<file path="config.mk">
export PLATFORM = sky130hd
export DESIGN_NAME = sfcw_sweep_ctrl
export DESIGN_NICKNAME = d
export VERILOG_FILES = /design/src/rtl/sfcw_sweep_ctrl.sv
export SDC_FILE = /design/constraint.sdc
export NUM_CORES = 1
export LEC_CHECK = 0
export ABC_AREA = 1
export CORE_MARGIN = 2
export CORE_UTILIZATION = 55
export DETAILED_ROUTE_END_ITERATION = 10
export GPL_TIMING_DRIVEN = 0
export HOLD_SLACK_MARGIN = 0.05
export PLACE_DENSITY = 0.78
export RECOVER_POWER = 50
export SLEW_MARGIN = 20
export SYNTH_ARGS = -nofsm -noshare
export SYNTH_HDL_FRONTEND = slang
export SYNTH_SLANG_ARGS = --single-unit
</file>
<file path="constraint.sdc">
create_clock -name clk -period 15.44 [get_ports clk]
set_input_delay 4.632 -clock clk [delete_from_list [all_inputs] [get_ports clk]]
set_output_delay 4.632 -clock clk [all_outputs]
set_load 0.02 [all_outputs]
</file>
<file path="src/rtl/sfcw_sweep_ctrl.sv">
// rtl/sfcw_sweep_ctrl.sv - step-frequency sweep sequencer for the SFCW receive chain
//
// Steps the LO tuning word through n_steps frequencies. At each step it waits out
// the settle time, integrates the signed IF samples, then offers the per-step sum
// downstream over a valid/ready handshake.
//
// Ports:
//   clk, rst              clock, asynchronous active-high reset
//   start, abort          sweep request (sampled in IDLE) / terminate sweep
//   f_start, f_step       first tuning word / increment per step
//   n_steps               number of frequency steps (0 gives an empty sweep)
//   settle_cycles         settle count per step (SETTLE lasts settle_cycles+1)
//   n_samples             IF samples integrated per step (0 acts as 1)
//   if_in                 signed mixer IF sample
//   lo_ftw, lo_valid      registered LO tuning word / new-step pulse
//   busy                  high while a sweep is in progress
//   acc_out, acc_step     per-step integrated IF and its step index
//   acc_valid, acc_ready  result handshake
//   sweep_done            one-cycle pulse at normal completion
module sfcw_sweep_ctrl #(
  parameter int FREQ_WIDTH   = 32,
  parameter int IF_WIDTH     = 32,
  parameter int ACC_WIDTH    = 48,
  parameter int STEP_WIDTH   = 10,
  parameter int SAMP_WIDTH   = 12,
  parameter int SETTLE_WIDTH = 16
) (
  input  logic                         clk,
  input  logic                         rst,
  input  logic                         start,
  input  logic                         abort,
  input  logic [FREQ_WIDTH-1:0]        f_start,
  input  logic [FREQ_WIDTH-1:0]        f_step,
  input  logic [STEP_WIDTH-1:0]        n_steps,
  input  logic [SETTLE_WIDTH-1:0]      settle_cycles,
  input  logic [SAMP_WIDTH-1:0]        n_samples,
  input  logic signed [IF_WIDTH-1:0]   if_in,
  output logic [FREQ_WIDTH-1:0]        lo_ftw,
  output logic                         lo_valid,
  output logic                         busy,
  output logic signed [ACC_WIDTH-1:0]  acc_out,
  output logic [STEP_WIDTH-1:0]        acc_step,
  output logic                         acc_valid,
  input  logic                         acc_ready,
  output logic                         sweep_done
);

  localparam logic [2:0] S_IDLE   = 3'd0;
  localparam logic [2:0] S_SETTLE = 3'd1;
  localparam logic [2:0] S_INTEG  = 3'd2;
  localparam logic [2:0] S_OUTPUT = 3'd3;
  localparam logic [2:0] S_DONE   = 3'd4;

  localparam logic [STEP_WIDTH-1:0]   STEP_ONE   = 1;
  localparam logic [SAMP_WIDTH-1:0]   SAMP_ONE   = 1;
  localparam logic [SETTLE_WIDTH-1:0] SETTLE_ONE = 1;

  logic [2:0]                  state;
  logic [FREQ_WIDTH-1:0]       f_step_q;
  logic [STEP_WIDTH-1:0]       n_steps_q;
  logic [SETTLE_WIDTH-1:0]     settle_q;
  logic [SAMP_WIDTH-1:0]       n_samp_q;
  logic [STEP_WIDTH-1:0]       step_idx;
  logic [SETTLE_WIDTH-1:0]     settle_cnt;
  logic [SAMP_WIDTH-1:0]       samp_cnt;
  logic signed [ACC_WIDTH-1:0] acc;
  logic signed [ACC_WIDTH-1:0] acc_next;

  // Size cast of a signed operand sign-extends; the add wraps modulo 2^ACC_WIDTH.
  assign acc_next = acc + ACC_WIDTH'(if_in);

  always_ff @(posedge clk or posedge rst) begin
    if (rst) begin
      state      <= S_IDLE;
      f_step_q   <= '0;
      n_steps_q  <= '0;
      settle_q   <= '0;
      n_samp_q   <= '0;
      step_idx   <= '0;
      settle_cnt <= '0;
      samp_cnt   <= '0;
      acc        <= '0;
      lo_ftw     <= '0;
      lo_valid   <= 1'b0;
      busy       <= 1'b0;
      acc_out    <= '0;
      acc_step   <= '0;
      acc_valid  <= 1'b0;
      sweep_done <= 1'b0;
    end else begin
      lo_valid   <= 1'b0;
      sweep_done <= 1'b0;
      if (abort && state != S_IDLE) begin
        // lo_ftw deliberately holds so the LO stays where the sweep stopped.
        state     <= S_IDLE;
        busy      <= 1'b0;
        acc_valid <= 1'b0;
      end else begin
        case (state)
          S_IDLE: begin
            if (start && !abort) begin
              f_step_q  <= f_step;
              n_steps_q <= n_steps;
              settle_q  <= settle_cycles;
              n_samp_q  <= n_samples;
              busy      <= 1'b1;
              if (n_steps == '0) begin
                state      <= S_DONE;
                sweep_done <= 1'b1;
              end else begin
                lo_ftw     <= f_start;
                lo_valid   <= 1'b1;
                step_idx   <= '0;
                settle_cnt <= settle_cycles;
                state      <= S_SETTLE;
              end
            end
          end
          S_SETTLE: begin
            if (settle_cnt == '0) begin
              acc      <= '0;
              samp_cnt <= (n_samp_q == '0) ? SAMP_ONE : n_samp_q;
              state    <= S_INTEG;
            end else begin
              settle_cnt <= settle_cnt - SETTLE_ONE;
            end
          end
          S_INTEG: begin
            acc      <= acc_next;
            samp_cnt <= samp_cnt - SAMP_ONE;
            if (samp_cnt == SAMP_ONE) begin
              // Publish the sum including this cycle's sample directly.
              acc_out   <= acc_next;
              acc_step  <= step_idx;
              acc_valid <= 1'b1;
              state     <= S_OUTPUT;
            end
          end
          S_OUTPUT: begin
            if (acc_ready) begin
              acc_valid <= 1'b0;
              if (step_idx == n_steps_q - STEP_ONE) begin
                state      <= S_DONE;
                sweep_done <= 1'b1;
              end else begin
                step_idx   <= step_idx + STEP_ONE;
                lo_ftw     <= lo_ftw + f_step_q;
                lo_valid   <= 1'b1;
                settle_cnt <= settle_q;
                state      <= S_SETTLE;
              end
            end
          end
          S_DONE: begin
            busy  <= 1'b0;
            state <= S_IDLE;
          end
          default: begin
            state     <= S_IDLE;
            busy      <= 1'b0;
            acc_valid <= 1'b0;
          end
        endcase
      end
    end
  end

endmodule

</file>
==> flow_summary.toml <==
[run_status]
status = "complete, but fails checks"
violations = "max-capacitance violations, max-slew violations"

[sta]
finalSetupTns_ns = 0
finalClockSkew_ns = 0.0131
drv_slew = 83
fin_crit_ns = 7.56
setup_viol = 0
holdWs_ns = 0.472
finalCritPeriodShare_pct = 49.0
slew_headroom_pct = -153
fmax_mhz = 132
tightest_slew_ns = 3.77
hold_viol = 0
rsz0062_at_grt = "false"

[detailed_routing]
vias = 18200
drtPass1Iterations = 6
wl_mm = 59.9
via_per_inst = 5.70
drcViolationCount = 0
drt_iter0_markers = 1609
ant_nets = 0
wl_per_cell_um = 18.7

[power_and_ir_drop]
intPower_mw = 2.10
irDropWorstVdd_uv = 137
p_sw_share_pct = 48.0
pwr-share-comb_pct = 54.9
seqPwrFrac_pct = 26.7
p_leak_nw = 10.6
p_switching_mw = 1.94
pwr_density_cell_nw_per_um2 = 193
clockPowerShare_pct = 18.4

[placed_design]
placed_cell_area_um2 = 20000
gp_congestion = 1.02
portBuffers = 232
place_hpwl_mm = 47.4
dp_cells = 3142

[clock_tree]
cts_tree = "yes"
cts_sinks = 253
path_clk_slew_ns = 0.06
holdBufCountCts = 0
cts.path.max_buffers = 3
ctsResizeCount = 0
clk_latency_ns = 0.57
h-tree-depth = 1
cts_setup_buffers = 0
cts_root_buffer = "clkbuf_16"
cts_made_buffers = 29

[die]
fp.dieH_um = 180
row_count = 64
die-area_um2 = 32500
coreArea_um2 = 30600
ios = 233
start_util_pct = 55.9
die_w_um = 180

[finish]
design_area_um2 = 20900
final_cells = 3196
regArea_um2 = 6330
layout.nets = 3001
fin_util_pct = 68.5
drive_gt1_share_pct = 4.14
area_growth_syn_to_layout_pct = 22.6
diodes = 0
nFillCells = 2634
multiInputGateArea_um2 = 9530

[global_route]
grt_pass1_wl_mm = 94.6
grt_max_degree = 98
antenna_found_initial = 0
first_global_vias = 18000
grt-ovfl-total = 0
track_usage_pct = 36.2

[min_path]
min_path_type = "reg -> reg"

[setup_path]
setup.worst_path.start = "rst"
r2r-end = "step_idx[5]$_DFFE_PP0P_"
start_kind = "input port"
cp-endpoint = "settle_cnt[4]$_DFFE_PP0P_"
worst-path-max-fanout = 97
rrSetupSlack_ns = 12.44
critPathRequiredTime_ns = 16.15
critical_path_arrival_ns = 8.27
r2r_start = "n_steps_q[0]$_DFFE_PP0P_"
worstSetupPathType = "in -> async"
r2r.worst_path.cells = 15
end_kind = "async pin"

[yosys]
post_synth_num_cell_types = 49
syn_inst = 2512
synth_seq_cells = 253
synthArstFlopShare_pct = 100
synth_area_um2 = 17100
syn_avg_cell_area_um2 = 6.80
synth_edf_count = 0
synth_nets = 2736
ys.flop_type = "dfrtp_1"
yosys_warnings = 0
synth-seq-area-share_pct = 37.0

[run]
maxCapViolCount = 1
-- metal layers --
metal / wire [um] / up-vias / global-route usage [%]
met1: 24900 / 8585 / 47.8
met5: 0 / - / 0
met2: 28000 / 801 / 60.7
met3: 4210 / 150 / 4.04
met4: 2870 / 0 / 15.4
li1: - / 8689 / -
-- Yosys cell counts (10+ instances only) --
cell type  instances  share of area, %
o21a_1            13              0.57
xnor2_1           21               1.1
nand2_1          976                21
inv_1            224               4.9
clkbuf_1          32              0.70
buf_2             13              0.38
o211ai_1          17              0.75
ha_1              83               6.1
xor2_1            14              0.72
or2_2             12              0.44
inv_2             10              0.22
nand3b_1          17              0.75
nand4_1           33               1.2
a21oi_1          123               3.6
nand3_1          181               5.3
dfrtp_1          253                37
nor3_1            22              0.64
o21bai_1          12              0.53
nor2_1           191               4.2
o21ai_0          177               5.2
-- kinds of logic after synthesis --
group / Yosys count / synth area share, %
and+or+nand+nor: 1461 / 35.6
AOI/OAI and AO/OA: 381 / 12.3
buffers and inverters: 297 / 6.99
DFF: 253 / 37.0
adders and majority gates: 85 / 6.31
xor gates and xnor gates: 35 / 1.79
-- cell usage in the layout (no fill, tap or decap), types with 4 or more instances in the layout --
cell type / synthesis / final
nand4_1: 33 / 34
buf_4: 5 / 5
dfrtp_1: 253 / 253
clkdlybuf4s50_1: 0 / 210
nand3b_1: 17 / 17
nor4_1: 6 / 6
nand2_1: 976 / 976
o21ai_1: 6 / 6
clkbuf_16: 0 / 29
a21boi_0: 5 / 5
buf_1: 6 / 6
xor2_1: 14 / 14
o211ai_1: 17 / 17
nor2_1: 191 / 192
nor2_2: 6 / 6
or2_2: 12 / 12
nor2_4: 4 / 4
ha_1: 83 / 83
a21oi_1: 123 / 123
o21ai_2: 6 / 6
a21o_1: 5 / 5
clkinv_2: 0 / 7
inv_1: 224 / 223
buf_6: 6 / 6
o31ai_1: 4 / 4
clkbuf_1: 32 / 40
o22ai_1: 4 / 4
o21a_1: 13 / 13
o21bai_1: 12 / 12
nand3_1: 181 / 182
o21ai_0: 177 / 177
dlygate4sd3_1: 0 / 22
xnor2_1: 21 / 21
inv_2: 10 / 9
nor3_1: 22 / 23
bufinv_16: 0 / 5
o221ai_1: 4 / 4
buf_2: 13 / 8
-- through the flow --
step / power, mW / setup WS (ns)
after floorplan: 2.56 / 3.85
after global placement: 3.19 / 0.782
after detailed placement: 3.25 / 7.63
after CTS: 4.01 / 8.19
after global routing: 4.33 / 7.37
final: 4.04 / 7.88
-- registers in the layout, indices dropped and copies added (netlist names), 12 cells and up --
register,cells
acc_out,48
n_samp_q,12
lo_ftw,32
f_step_q,32
settle_cnt,16
settle_q,16
samp_cnt,12
acc,48
-- critical path, cell delays in order --
cell and delay, ns:
dlygate4sd3_1 0.55, clkinvlp_2 2.12, buf_16 0.44, buf_16 0.36
-- power groups by stage --
| stage | logic, mW | clock network [mW] | registers (mW) |
|---|---|---|---|
| final | 2.22 | 0.743 | 1.08 |
| after global routing | 2.46 | 0.769 | 1.11 |
| after CTS | 2.20 | 0.745 | 1.07 |
| after detailed placement | 2.18 | 0 | 1.08 |
| after global placement | 2.12 | 0 | 1.07 |
| after floorplan | 1.47 | 0 | 1.09 |
-- worst min-delay path by stage --
stage | startpoint | depth (start not counted) | slack, ns | endpoint
after floorplan | settle_q[13]$_DFFE_PP0P_ | 2 | 0.44 | settle_q[13]$_DFFE_PP0P_
after global placement | settle_q[13]$_DFFE_PP0P_ | 2 | 0.46 | settle_q[13]$_DFFE_PP0P_
after detailed placement | settle_q[13]$_DFFE_PP0P_ | 2 | 0.46 | settle_q[13]$_DFFE_PP0P_
after CTS | settle_q[13]$_DFFE_PP0P_ | 2 | 0.47 | settle_q[13]$_DFFE_PP0P_
after global routing | acc_out[19]$_DFFE_PP0P_ | 2 | 0.50 | acc_out[19]$_DFFE_PP0P_
final | acc_out[45]$_DFFE_PP0P_ | 2 | 0.47 | acc_out[45]$_DFFE_PP0P_
-- area by class of cell --
cell class,instances,area share [%]
Multi-Input combinational cell,1962,45.5
Sequential cell,253,30.2
Timing Repair Buffer,234,11.4
Inverter,235,4.22
Clock buffer,35,3.72
Tap cell,396,2.37
Buffer,62,1.46
Clock inverter,19,1.16
No activity file was read; power rests on OpenSTA's default activity.
